`src/rtl/mem_bus_arbiter_pkg.sv`:
```
// Shared types for mem_bus_arbiter: FSM state encoding and master index constants.
package mem_bus_arbiter_pkg;

  typedef enum logic [1:0] {
    IDLE   = 2'd0,
    ACCESS = 2'd1,
    RDATA  = 2'd2
  } arb_state_t;

  localparam logic M0 = 1'b0;
  localparam logic M1 = 1'b1;

endpackage

```
`src/rtl/mem_bus_arbiter_pick2.sv`:
```
// arb_pick2: combinational two-way winner selection (round-robin against the last grant).
// Build macro ARB_FIXED_PRIO_EN switches the tie rule to fixed priority for master 0.
module arb_pick2
  import mem_bus_arbiter_pkg::*;
(
  input  logic [1:0] req,
  input  logic       last,
  output logic       valid,
  output logic       winner
);

`ifdef ARB_FIXED_PRIO_EN
  logic unused_last;
  assign unused_last = last;
`endif

  // A tie goes to the master that did not win last time, unless fixed priority is built in
  always_comb begin
    valid  = |req;
    winner = M0;
    if (req == 2'b10) begin
      winner = M1;
    end else if (req == 2'b11) begin
`ifdef ARB_FIXED_PRIO_EN
      winner = M0;
`else
      winner = ~last;
`endif
    end
  end

endmodule

```
`src/rtl/mem_bus_arbiter.sv`:
```
// mem_bus_arbiter: serialises two masters onto one synchronous 1-cycle-latency RAM.
// Build macro ARB_FIXED_PRIO_EN selects fixed priority (master 0) instead of round-robin.
module mem_bus_arbiter
  import mem_bus_arbiter_pkg::*;
#(
  parameter int AW = 16,
  parameter int DW = 16
) (
  input  logic          Clock,
  input  logic          Reset,
  input  logic          m0_req,
  input  logic          m0_we,
  input  logic [AW-1:0] m0_addr,
  input  logic [DW-1:0] m0_wdata,
  output logic          m0_gnt,
  output logic          m0_rvalid,
  output logic [DW-1:0] m0_rdata,
  input  logic          m1_req,
  input  logic          m1_we,
  input  logic [AW-1:0] m1_addr,
  input  logic [DW-1:0] m1_wdata,
  output logic          m1_gnt,
  output logic          m1_rvalid,
  output logic [DW-1:0] m1_rdata,
  output logic [AW-1:0] mem_addr,
  output logic [DW-1:0] mem_wdata,
  output logic          mem_we,
  input  logic [DW-1:0] mem_rdata,
  output logic          busy
);

  arb_state_t    state_q, state_d;
  logic          last_q, last_d;
  logic          owner_q, owner_d;
  logic [AW-1:0] addr_d;
  logic [DW-1:0] wdata_d;
  logic          we_d;
  logic [1:0]    gnt_d;
  logic [1:0]    rvalid_d;
  logic [DW-1:0] rdata0_d, rdata1_d;
  logic          busy_d;
  logic          pick_valid;
  logic          pick_winner;

  arb_pick2 u_pick (
    .req    ({m1_req, m0_req}),
    .last   (last_q),
    .valid  (pick_valid),
    .winner (pick_winner)
  );

  always_comb begin
    state_d  = state_q;
    last_d   = last_q;
    owner_d  = owner_q;
    addr_d   = mem_addr;
    wdata_d  = mem_wdata;
    we_d     = 1'b0;
    gnt_d    = 2'b00;
    rvalid_d = 2'b00;
    rdata0_d = m0_rdata;
    rdata1_d = m1_rdata;
    case (state_q)
      IDLE: begin
        if (pick_valid) begin
          owner_d = pick_winner;
`ifndef ARB_FIXED_PRIO_EN
          last_d  = pick_winner;
`endif
          gnt_d[pick_winner] = 1'b1;
          state_d = ACCESS;
          if (pick_winner == M1) begin
            addr_d  = m1_addr;
            wdata_d = m1_wdata;
            we_d    = m1_we;
          end else begin
            addr_d  = m0_addr;
            wdata_d = m0_wdata;
            we_d    = m0_we;
          end
        end
      end
      // mem_we still reflects the accepted command, so it tells write from read here
      ACCESS: state_d = mem_we ? IDLE : RDATA;
      RDATA: begin
        rvalid_d[owner_q] = 1'b1;
        if (owner_q == M1) rdata1_d = mem_rdata;
        else               rdata0_d = mem_rdata;
        state_d = IDLE;
      end
      default: state_d = IDLE;
    endcase
    busy_d = (state_d != IDLE);
  end

  always_ff @(posedge Clock) begin
    if (Reset) begin
      state_q   <= IDLE;
      last_q    <= M1;
      owner_q   <= M0;
      mem_addr  <= '0;
      mem_wdata <= '0;
      mem_we    <= 1'b0;
      m0_gnt    <= 1'b0;
      m1_gnt    <= 1'b0;
      m0_rvalid <= 1'b0;
      m1_rvalid <= 1'b0;
      m0_rdata  <= '0;
      m1_rdata  <= '0;
      busy      <= 1'b0;
    end else begin
      state_q   <= state_d;
      last_q    <= last_d;
      owner_q   <= owner_d;
      mem_addr  <= addr_d;
      mem_wdata <= wdata_d;
      mem_we    <= we_d;
      m0_gnt    <= gnt_d[0];
      m1_gnt    <= gnt_d[1];
      m0_rvalid <= rvalid_d[0];
      m1_rvalid <= rvalid_d[1];
      m0_rdata  <= rdata0_d;
      m1_rdata  <= rdata1_d;
      busy      <= busy_d;
    end
  end

endmodule

```
`config.mk`:
```
export PLATFORM = sky130hd
export DESIGN_NAME = mem_bus_arbiter
export DESIGN_NICKNAME = d
export VERILOG_FILES = /design/src/rtl/mem_bus_arbiter_pkg.sv /design/src/rtl/mem_bus_arbiter_pick2.sv /design/src/rtl/mem_bus_arbiter.sv
export SDC_FILE = /design/constraint.sdc
export NUM_CORES = 1
export LEC_CHECK = 0
export ABC_CLOCK_PERIOD_IN_PS = 1600
export BUFFER_PORTS_ARGS = -buffer_cell sky130_fd_sc_hd__buf_2
export CORE_ASPECT_RATIO = 0.8
export CORE_UTILIZATION = 45
export CTS_CLUSTER_DIAMETER = 30
export DETAILED_ROUTE_END_ITERATION = 8
export HOLD_SLACK_MARGIN = 0.03
export PLACE_DENSITY_LB_ADDON = 0.05
export SYNTH_ARGS = -nofsm -noshare
export SYNTH_HDL_FRONTEND = slang
export SYNTH_SLANG_ARGS = --single-unit
```
`constraint.sdc`:
```
create_clock -name Clock -period 1.6 [get_ports Clock]
set_clock_uncertainty 0.2 [all_clocks]
set_input_delay 0.08 -clock Clock [delete_from_list [all_inputs] [get_ports Clock]]
set_output_delay 0.08 -clock Clock [all_outputs]
set_load 0.01 [all_outputs]
```
==> metrics.yaml, run 1 <==
status: "finished clean"
synth-edff-count: 0
r2r_slack_ns: 0.09
ys_seq_area_share_pct: 48.0
clkSlewWorstSetupHoldPaths_ns: 0.08
placed_area_um2: 4000
ir_worst_vdd_mv: 0.608
die_h_um: 76.1
n_antenna_cell: 0
ant_nets: 0
holdCritPathClass: "in2reg"
start_util_pct: 47.4
wl_mm: 10.1
synth_fp_nets: 442
grt.total_usage_pct: 28.5
ys_seq_elements: 74
netlist_instances: 356
synth_top_family_by_area: "compound AO/OA/AOI/OAI gates"
syn_to_final_growth_pct: 64.9
muxShareOfSynthArea_pct: 0.324
grt_max_degree: 35
drc: 0
first_global_vias: 3428
final_cell_mix: "buf_2 (154), nand2_1 (130), dlygate4sd3_1 (84)"
worstPathCellList: "dlygate4sd3_1, buf_2, or2_4, and2_4, buf_12, a311oi_2"
rows: 26
final_common_cell: "buf_2"
regToRegEndpoint: "mem_wdata[0]"
hold-path-endpoint: "last_q"
multiInputGateArea_um2: 1440
initialDrtViolationCount: 173
holdWs_ns: 0.0130
finalHoldViolCount: 0
clock-root-buffer: "clkbuf_8"
synthAdderAreaFrac_pct: 0
hp-start: "m1_req"
worstRegToRegCells: 4
htree_levels: 3
clock_path_buffers: 2
fin_nets: 680
leakage_nw: 2.29
slew_headroom_pct: 76.5
post-route-period-util_pct: 97.7
synth-compound-area-share_pct: 27.1
die_w_um: 94.6
crit_required_ns: 1.66
period_needed_ns: 1.56
numCtsBuffers: 9
gp_congestion: 0.767
grt.overflow.total: 0
grt_pass1_wl_mm: 16.0
yosys.area_share.simple_pct: 19.0
synth.distinct_cells: 26
synth_warnings: 0
power_density_nw_per_um2: 925
clock_sinks: 74
drv_cap: 0
vias: 3490
post_drt_via_cell_ratio: 5.11
slew_violations: 0
r2r-start: "state_q[0]"
slowest_delay_ns: 0.54
cp-end-kind: "register"
critPathKind: "in2reg"
worst_pin_slew_ns: 0.347
crit_arrival_ns: 1.62
crit_slowest_cell: "dlygate4sd3_1"
die-area_um2: 7200
port_buffers: 155
holdPathStages: 3
syn_avg_cell_area_um2: 8.67
core_area_um2: 6510
regArea_um2: 1480
max_clock_freq_ghz: 0.640
async_reset_ff_share_pct: 0
finalSetupViolations: 0
synth-xor-area-share_pct: 0
cts_tree: "yes"
synthFlopType: "dfxtp_1"
fillers: 471
num_io_pins: 156
routedWlPerCell_um: 14.7
firstDrtPassIters: 4
finalSetupTns_ns: 0
syn_area_um2: 3090
critPathLaunchType: "primary input"
clock_latency_ns: 0.34
drive_above_1_share_pct: 37.4
worstPathMaxFanout: 20
antenna_found_initial: 0
rsz0062_at_grt: "false"
final_area_um2: 5090
dp.final_hpwl_mm: 5.83
==> per-layer routing <==
layer  up-vias  share of wire (%)  global-route usage [%]
li1       1706                  -                       -
met1      1618                 41                    34.1
met2       150                 50                    49.0
met3        16                7.1                    6.99
met4         0                1.9                    10.5
met5         -                  0                       0
==> through the flow <==
step	setup WS (ns)	utilization (%)	total power, mW	instances
floorplan	0.0982	-	2.61	356
global placement	0.193	61.4	2.95	581
detailed placement	0.139	61.4	2.97	581
CTS	0.0316	77.9	4.70	682
global route	0.00176	78.2	4.92	683
finish	0.0364	78.2	4.71	683
==> critical path: cells and delay by family <==
kind | cells | cell delay [ns]
buffers and inverters | 3 | 0.86
AOI/OAI and AO/OA | 1 | 0.26
and+or+nand+nor | 2 | 0.42
==> final cells by class <==
cell class,count,area share [%]
tap,84,2.07
multi-input combinational,249,28.2
clock buffer,9,2.43
timing repair buffer,259,36.2
sequential,74,29.1
inverter,1,0.0738
clock inverter,7,1.84
==> state kept, by name, indices dropped and copies added (netlist names) <==
name,flops
m0_rdata,16
m1_rdata,16
mem_addr,16
mem_wdata,16
state_q,2
busy,1
last_q,1
m0_gnt,1
m0_rvalid,1
m1_gnt,1
m1_rvalid,1
mem_we,1
owner_q,1
==> report_power, final <==
group          internal (mW)  total, mW  switching [mW]
registers               1.97       2.05          0.0735
logic                  0.539       1.08           0.542
clock network          0.875       1.58           0.706
==> synthesized netlist by cell type, types with 2 or more instances <==
| cell | count | area share (%) |
|---|---|---|
| a311oi_2 | 29 | 14 |
| nor2_1 | 3 | 0.36 |
| buf_2 | 8 | 1.3 |
| a21bo_1 | 2 | 0.65 |
| a21oi_1 | 65 | 11 |
| nand2_1 | 130 | 16 |
| buf_6 | 5 | 1.8 |
| clkbuf_1 | 19 | 2.3 |
| a311oi_1 | 3 | 0.85 |
| nor3_1 | 3 | 0.49 |
| dfxtp_1 | 74 | 48 |
==> worst max path at each step <==
stage	from	endpoint	slack, ns	depth (start not counted)
CTS	m1_req	mem_addr[4]	0.03	6
global placement	state_q[0]	mem_we	0.19	4
global route	state_q[0]	mem_wdata[0]	0.002	4
detailed placement	state_q[0]	mem_addr[4]	0.14	4
floorplan	state_q[0]	mem_addr[15]	0.1	4
finish	m0_req	mem_wdata[7]	0.04	6
==> logic make-up (layout without fill, tap and decap cells) <==
| family | Yosys count | count (layout) |
|---|---|---|
| AND/OR/NAND/NOR | 145 | 145 |
| AO/OA/AOI/OAI | 103 | 103 |
| flip-flops | 74 | 74 |
| buffers and inverters | 33 | 276 |
| multiplexers | 1 | 1 |
==> repair_timing <==
item                                    in CTS  in global routing
setup buffers                                0                  2
endpoints found under the setup margin       0                 37
resized for setup                            0                  4
endpoints found under the hold margin       70                  0
hold buffers                                85                  0
Power figures use the tool's default switching activity.
==> run 2: changes to the inputs <==
--- a/config.mk
+++ b/config.mk
@@ -8,3 +8,2 @@
 export ABC_CLOCK_PERIOD_IN_PS = 1600
-export BUFFER_PORTS_ARGS = -buffer_cell sky130_fd_sc_hd__buf_2
 export CORE_ASPECT_RATIO = 0.8
@@ -13,4 +12,5 @@
 export DETAILED_ROUTE_END_ITERATION = 8
+export DONT_BUFFER_PORTS = 1
 export HOLD_SLACK_MARGIN = 0.03
-export PLACE_DENSITY_LB_ADDON = 0.05
+export PLACE_DENSITY_LB_ADDON = 0.2
 export SYNTH_ARGS = -nofsm -noshare
--- a/constraint.sdc
+++ b/constraint.sdc
@@ -4,2 +4,2 @@
 set_output_delay 0.08 -clock Clock [all_outputs]
-set_load 0.01 [all_outputs]
+set_load 0.02 [all_outputs]
==> run 2 against run 1 <==
Effect of this change:
- the flow now finishes with violations (hold timing)
- combinational power is 50% lower
- total power decreased by 8.1%
- setup slack better by 0.090 ns
- critical path type is now reg2reg
==> metrics.yaml, run 2 (synthesized netlist as in run 1, its figures left out) <==
slew_headroom_pct: 74.7  # was 76.5%
holdWs_ns: -0.396  # was 0.0130 ns
clock-root-buffer: "clkbuf_8"  # unchanged
drc: 0  # unchanged
wl_mm: 7.22  # was 10.1 mm
clock_latency_ns: 0.33  # was 0.34 ns
worstRegToRegCells: 4  # unchanged
rsz0062_at_grt: "false"  # unchanged
r2r-start: "state_q[0]"  # unchanged
first_global_vias: 2311  # was 3,428
port_buffers: 0  # was 155
final_cell_mix: "nand2_1 (130), dfxtp_1 (74), a21oi_1 (65)"  # was buf_2 (154), nand2_1 (130), dlygate4sd3_1 (84)
cts_tree: "yes"  # unchanged
drive_above_1_share_pct: 17.0  # was 37.4%
placed_cells: 420  # was 581
hold-path-endpoint: "m1_rdata[1]"  # was last_q
die_w_um: 94.6  # unchanged
finalSetupTns_ns: 0  # unchanged
drv_cap: 0  # unchanged
regToRegEndpoint: "mem_wdata[2]"  # was mem_wdata[0]
period_needed_ns: 1.47  # was 1.56 ns
htree_levels: 3  # unchanged
ir_worst_vdd_mv: 0.478  # was 0.608 mV
r2r_slack_ns: 0.13  # was 0.09 ns
critPathKind: "reg2reg"  # was in2reg
hp-start: "Reset"  # was m1_req
n_antenna_cell: 0  # unchanged
cts_setup_buffers: 0  # unchanged
wl_met2_mm: 3.36  # was 5.00 mm
gp_congestion: 0.727  # was 0.767
firstDrtPassIters: 4  # unchanged
post_cts_resized: 0  # unchanged
max_clock_freq_ghz: 0.679  # was 0.640 GHz
regArea_um2: 1480  # unchanged
placed_area_um2: 3180  # was 4000 um^2
numCtsBuffers: 9  # unchanged
final_common_cell: "nand2_1"  # was buf_2
antenna_found_initial: 0  # unchanged
die-area_um2: 7200  # unchanged
rows: 26  # unchanged
dp_slack_ns: 0.139  # about the same
start_util_pct: 47.4  # unchanged
cp-end-kind: "register"  # unchanged
worstPathMaxFanout: 11  # was 20
finalSetupViolations: 0  # unchanged
dp.final_hpwl_mm: 4.79  # was 5.83 mm
critPathLaunchType: "register"  # was primary input
ant_nets: 0  # unchanged
grt_max_degree: 75  # was 35
final_area_um2: 3390  # was 5090 um^2
top_layer: "met4"  # unchanged
crit_required_ns: 1.65  # was 1.66 ns
multiInputGateArea_um2: 1430  # was 1440 um^2
wl_met3_um: 773  # was 712 um
core_area_um2: 6510  # unchanged
num_io_pins: 156  # unchanged
syn_to_final_growth_pct: 9.97  # was 64.9%
p_total_mw: 4.33  # was 4.71 mW
fillers: 647  # was 471
clock_sinks: 74  # unchanged
clkSlewWorstSetupHoldPaths_ns: 0.08  # about the same
post_drt_via_cell_ratio: 5.65  # was 5.11
leakage_nw: 1.19  # was 2.29 nW
holdPathStages: 1  # was 3
worst_pin_slew_ns: 0.375  # was 0.347 ns
grt.total_usage_pct: 20.0  # was 28.5%
holdCritPathClass: "in2reg"  # unchanged
power_density_nw_per_um2: 1270  # was 925 nW/um^2
vias: 2463  # was 3,490
status: "finished with violations"  # was finished clean
grt_pass1_wl_mm: 11.2  # was 16.0 mm
setup_slack_ns: 0.127  # was 0.0364 ns
clock_path_buffers: 2  # unchanged
post-route-period-util_pct: 92.1  # was 97.7%
fin_nets: 433  # was 680
m1WireLength_mm: 3.00  # was 4.16 mm
routedWlPerCell_um: 16.6  # was 14.7 um
fin_cells: 436  # was 683
final_util_pct: 52.2  # was 78.2%
die_h_um: 76.1  # unchanged
grt.overflow.total: 0  # unchanged
violations: "hold timing"
finalHoldViolCount: 74  # was 0
crit_arrival_ns: 1.52  # was 1.62 ns
slew_violations: 0  # unchanged
initialDrtViolationCount: 81  # was 173
-- run 2: cell type report --
class	instances	share of cell area (%)
sequential	74	43.6
multi-input combinational	249	42.2
timing repair buffer	12	4.50
clock buffer	10	3.76
tap	84	3.10
clock inverter	6	2.65
inverter	1	0.111
-- run 2: where the power goes --
group	total (mW)	switching, mW	leakage (nW)	internal [mW]
sequential	2.22	0.244	0.607	1.97
clock	1.57	0.684	0.107	0.884
combinational	0.538	0.300	0.477	0.239
-- run 2: routing by layer --
layer / vias up / global-route usage [%]
met5: - / 0
met4: 0 / 6.67
met3: 8 / 9.18
met2: 97 / 32.4
met1: 1147 / 23.1
li1: 1211 / -
-- run 2: worst max-delay path by stage --
| stage | slack (ns) | startpoint | cells past startpoint | to |
|---|---|---|---|---|
| detailed placement | 0.14 | state_q[0] | 4 | mem_addr[13] |
| finish | 0.13 | state_q[0] | 4 | mem_wdata[2] |
| CTS | 0.11 | state_q[0] | 4 | mem_wdata[2] |
| global placement | 0.18 | state_q[0] | 4 | mem_wdata[10] |
| floorplan | 0.1 | state_q[0] | 4 | mem_addr[15] |
| global route | 0.03 | state_q[0] | 4 | mem_wdata[2] |
-- run 2: critical path, cell delays in order, from the launching register on --
cell and delay, ns:
dfxtp_1 0.36, nor2_2 0.24, buf_4 0.23, a21oi_1 0.10
a311oi_2 0.26
==> run 3: changes to the inputs <==
CELL_PAD_IN_SITES_DETAIL_PLACEMENT = 0   (was not set)
CELL_PAD_IN_SITES_GLOBAL_PLACEMENT = 1   (was not set)
CORE_UTILIZATION = 44   (was 45)
CTS_CLUSTER_SIZE = 20   (was not set)
==> run 3 against run 2 <==
Effect of this change:
- the run still ends with hold timing left
- die area rose by 2.2%
- register-to-register slack got worse by 0.03 ns
- flip-flop and latch count did not move
- cell count rose by 0.92%
- non-clock buffer count rose by 4
- first-iteration DRC count rose by 4.9%
- core utilization fell by 0.21 points
- via count rose by 1.7%
- hold slack improved by 0.0015 ns
- wire length rose by 4.0%
- sequential share of layout area fell by 0.26 points
- setup slack got worse by 0.031 ns
- critical path type unchanged
==> metrics.yaml, run 3 (synthesized netlist as in run 1, its figures left out) <==
status: "finished with violations"  # unchanged
violations: "hold timing"  # unchanged
die_w_um: 95.6  # was 94.6 um
fin_nets: 437  # was 433
finalSetupTns_ns: 0  # unchanged
final_cell_mix: "nand2_1 (130), dfxtp_1 (74), a21oi_1 (65)"  # unchanged
grt.overflow.total: 0  # unchanged
p_total_mw: 4.46  # was 4.33 mW
grt_pass1_wl_mm: 11.5  # was 11.2 mm
gp_congestion: 0.733  # was 0.727
critPathKind: "reg2reg"  # unchanged
hp-start: "Reset"  # unchanged
dp_slack_ns: 0.115  # was 0.139 ns
cts_tree: "yes"  # unchanged
initialDrtViolationCount: 85  # was 81
num_io_pins: 156  # unchanged
slowest_delay_ns: 0.36  # about the same
n_antenna_cell: 0  # unchanged
final_common_cell: "nand2_1"  # unchanged
grtUsageMet1_pct: 23.4  # was 23.1%
clkSlewWorstSetupHoldPaths_ns: 0.08  # about the same
port_buffers: 0  # unchanged
slew_headroom_pct: 79.3  # was 74.7%
die-area_um2: 7360  # was 7200 um^2
numCtsBuffers: 9  # unchanged
worstPathCellList: "nor2_2, and2_4, buf_4, a311oi_2"  # was nor2_2, buf_4, a21oi_1, a311oi_2
cp-startpoint: "state_q[0]"  # unchanged
ir_worst_vdd_mv: 0.521  # was 0.478 mV
drv_cap: 0  # unchanged
start_util_pct: 47.0  # was 47.4%
htree_levels: 3  # unchanged
power_density_nw_per_um2: 1310  # was 1270 nW/um^2
antenna_found_initial: 0  # unchanged
r2r-start: "state_q[0]"  # unchanged
dp.final_hpwl_mm: 5.04  # was 4.79 mm
drive_above_1_share_pct: 18.0  # was 17.0%
crit_slowest_cell: "dfxtp_1"  # unchanged
post-route-period-util_pct: 94.0  # was 92.1%
grtUsageMet3_pct: 8.83  # was 9.18%
drc: 0  # unchanged
clock_latency_ns: 0.34  # was 0.33 ns
setup_slack_ns: 0.0954  # was 0.127 ns
finalSetupViolations: 0  # unchanged
critPathBufInv: 1  # unchanged
clock_path_buffers: 2  # unchanged
post_drt_via_cell_ratio: 5.70  # was 5.65
firstDrtPassIters: 6  # was 4
worstPathMaxFanout: 9  # was 11
clock-root-buffer: "clkbuf_8"  # unchanged
crit_arrival_ns: 1.52  # about the same
finalHoldViolCount: 74  # unchanged
slew_violations: 0  # unchanged
period_needed_ns: 1.50  # was 1.47 ns
syn_to_final_growth_pct: 10.6  # was 9.97%
leakage_nw: 1.21  # was 1.19 nW
final_util_pct: 52.0  # was 52.2%
routedWlPerCell_um: 17.1  # was 16.6 um
first_global_vias: 2302  # was 2,311
clock_sinks: 74  # unchanged
holdCritPathClass: "in2reg"  # unchanged
crit_family: "simple AND/OR/NAND/NOR gates"  # was flip-flops
max_clock_freq_ghz: 0.665  # was 0.679 GHz
vias: 2506  # was 2,463
cp-end-kind: "register"  # unchanged
core_area_um2: 6570  # was 6510 um^2
rows: 26  # unchanged
use_met2_pct: 33.4  # was 32.4%
grt_max_degree: 75  # unchanged
worst_pin_slew_ns: 0.306  # was 0.375 ns
rsz0062_at_grt: "false"  # unchanged
holdWs_ns: -0.394  # was -0.396 ns
grt.total_usage_pct: 20.1  # was 20.0%
grt.busiest_layer: "met2"  # unchanged
ant_nets: 0  # unchanged
die_h_um: 76.9  # was 76.1 um
crit_required_ns: 1.62  # was 1.65 ns
wl_mm: 7.51  # was 7.22 mm
critPathLaunchType: "register"  # unchanged
-- run 3: cell count changes in the layout (fill, tap and decap cells not counted) --
cell,before,now
clkinv_4,1,0
buf_12,5,3
bufinv_16,2,3
clkinv_2,1,3
buf_4,7,13
clkinvlp_4,1,0
inv_6,1,0
-- run 3: cell type report --
| class | instances | area [um^2] |
|---|---|---|
| inverter | 1 | 3.75 |
| fill | 651 | 3160 |
| timing repair buffer | 16 | 158 |
| sequential | 74 | 1480 |
| clock inverter | 6 | 105 |
| multi-input combinational | 249 | 1430 |
| tap | 84 | 105 |
| clock buffer | 10 | 128 |
-- run 3: repair_timing --
action,CTS,global route
buffers inserted,0,0
gates resized for setup,0,0
hold endpoints to repair,74,74
-- run 3: final timing paths --
kind / to / slack (ns) / cells after the start
worst max-delay path: mem_wdata[9] / 0.1 / 4
worst min-delay path: m1_rdata[7] / -0.39 / 1
worst max register to register: mem_wdata[9] / 0.1 / 4
worst min register to register: last_q / 0.32 / 2
-- run 3: per-layer routing --
metal / part of all wire [%] / routed length (um) / up-vias
met1: 41 / 3110 / 1181
met4: 0.71 / 53 / 0
li1: - / - / 1216
met5: 0 / 0 / -
met2: 47 / 3530 / 103
met3: 11 / 821 / 6
-- run 3: power by group --
group,switching (mW),internal [mW]
clock,0.679,1.03
combinational,0.303,0.232
sequential,0.245,1.98
-- run 3: per-stage QoR --
| stage | area, um^2 | hold slack [ns] | cells |
|---|---|---|---|
| global route | 3410 | -0.419 | 440 |
| global placement | 3180 | -0.0452 | 424 |
| detailed placement | 3180 | -0.0432 | 424 |
| floorplan | 3090 | -0.0342 | 356 |
| CTS | 3410 | -0.416 | 440 |
| finish | 3410 | -0.394 | 440 |
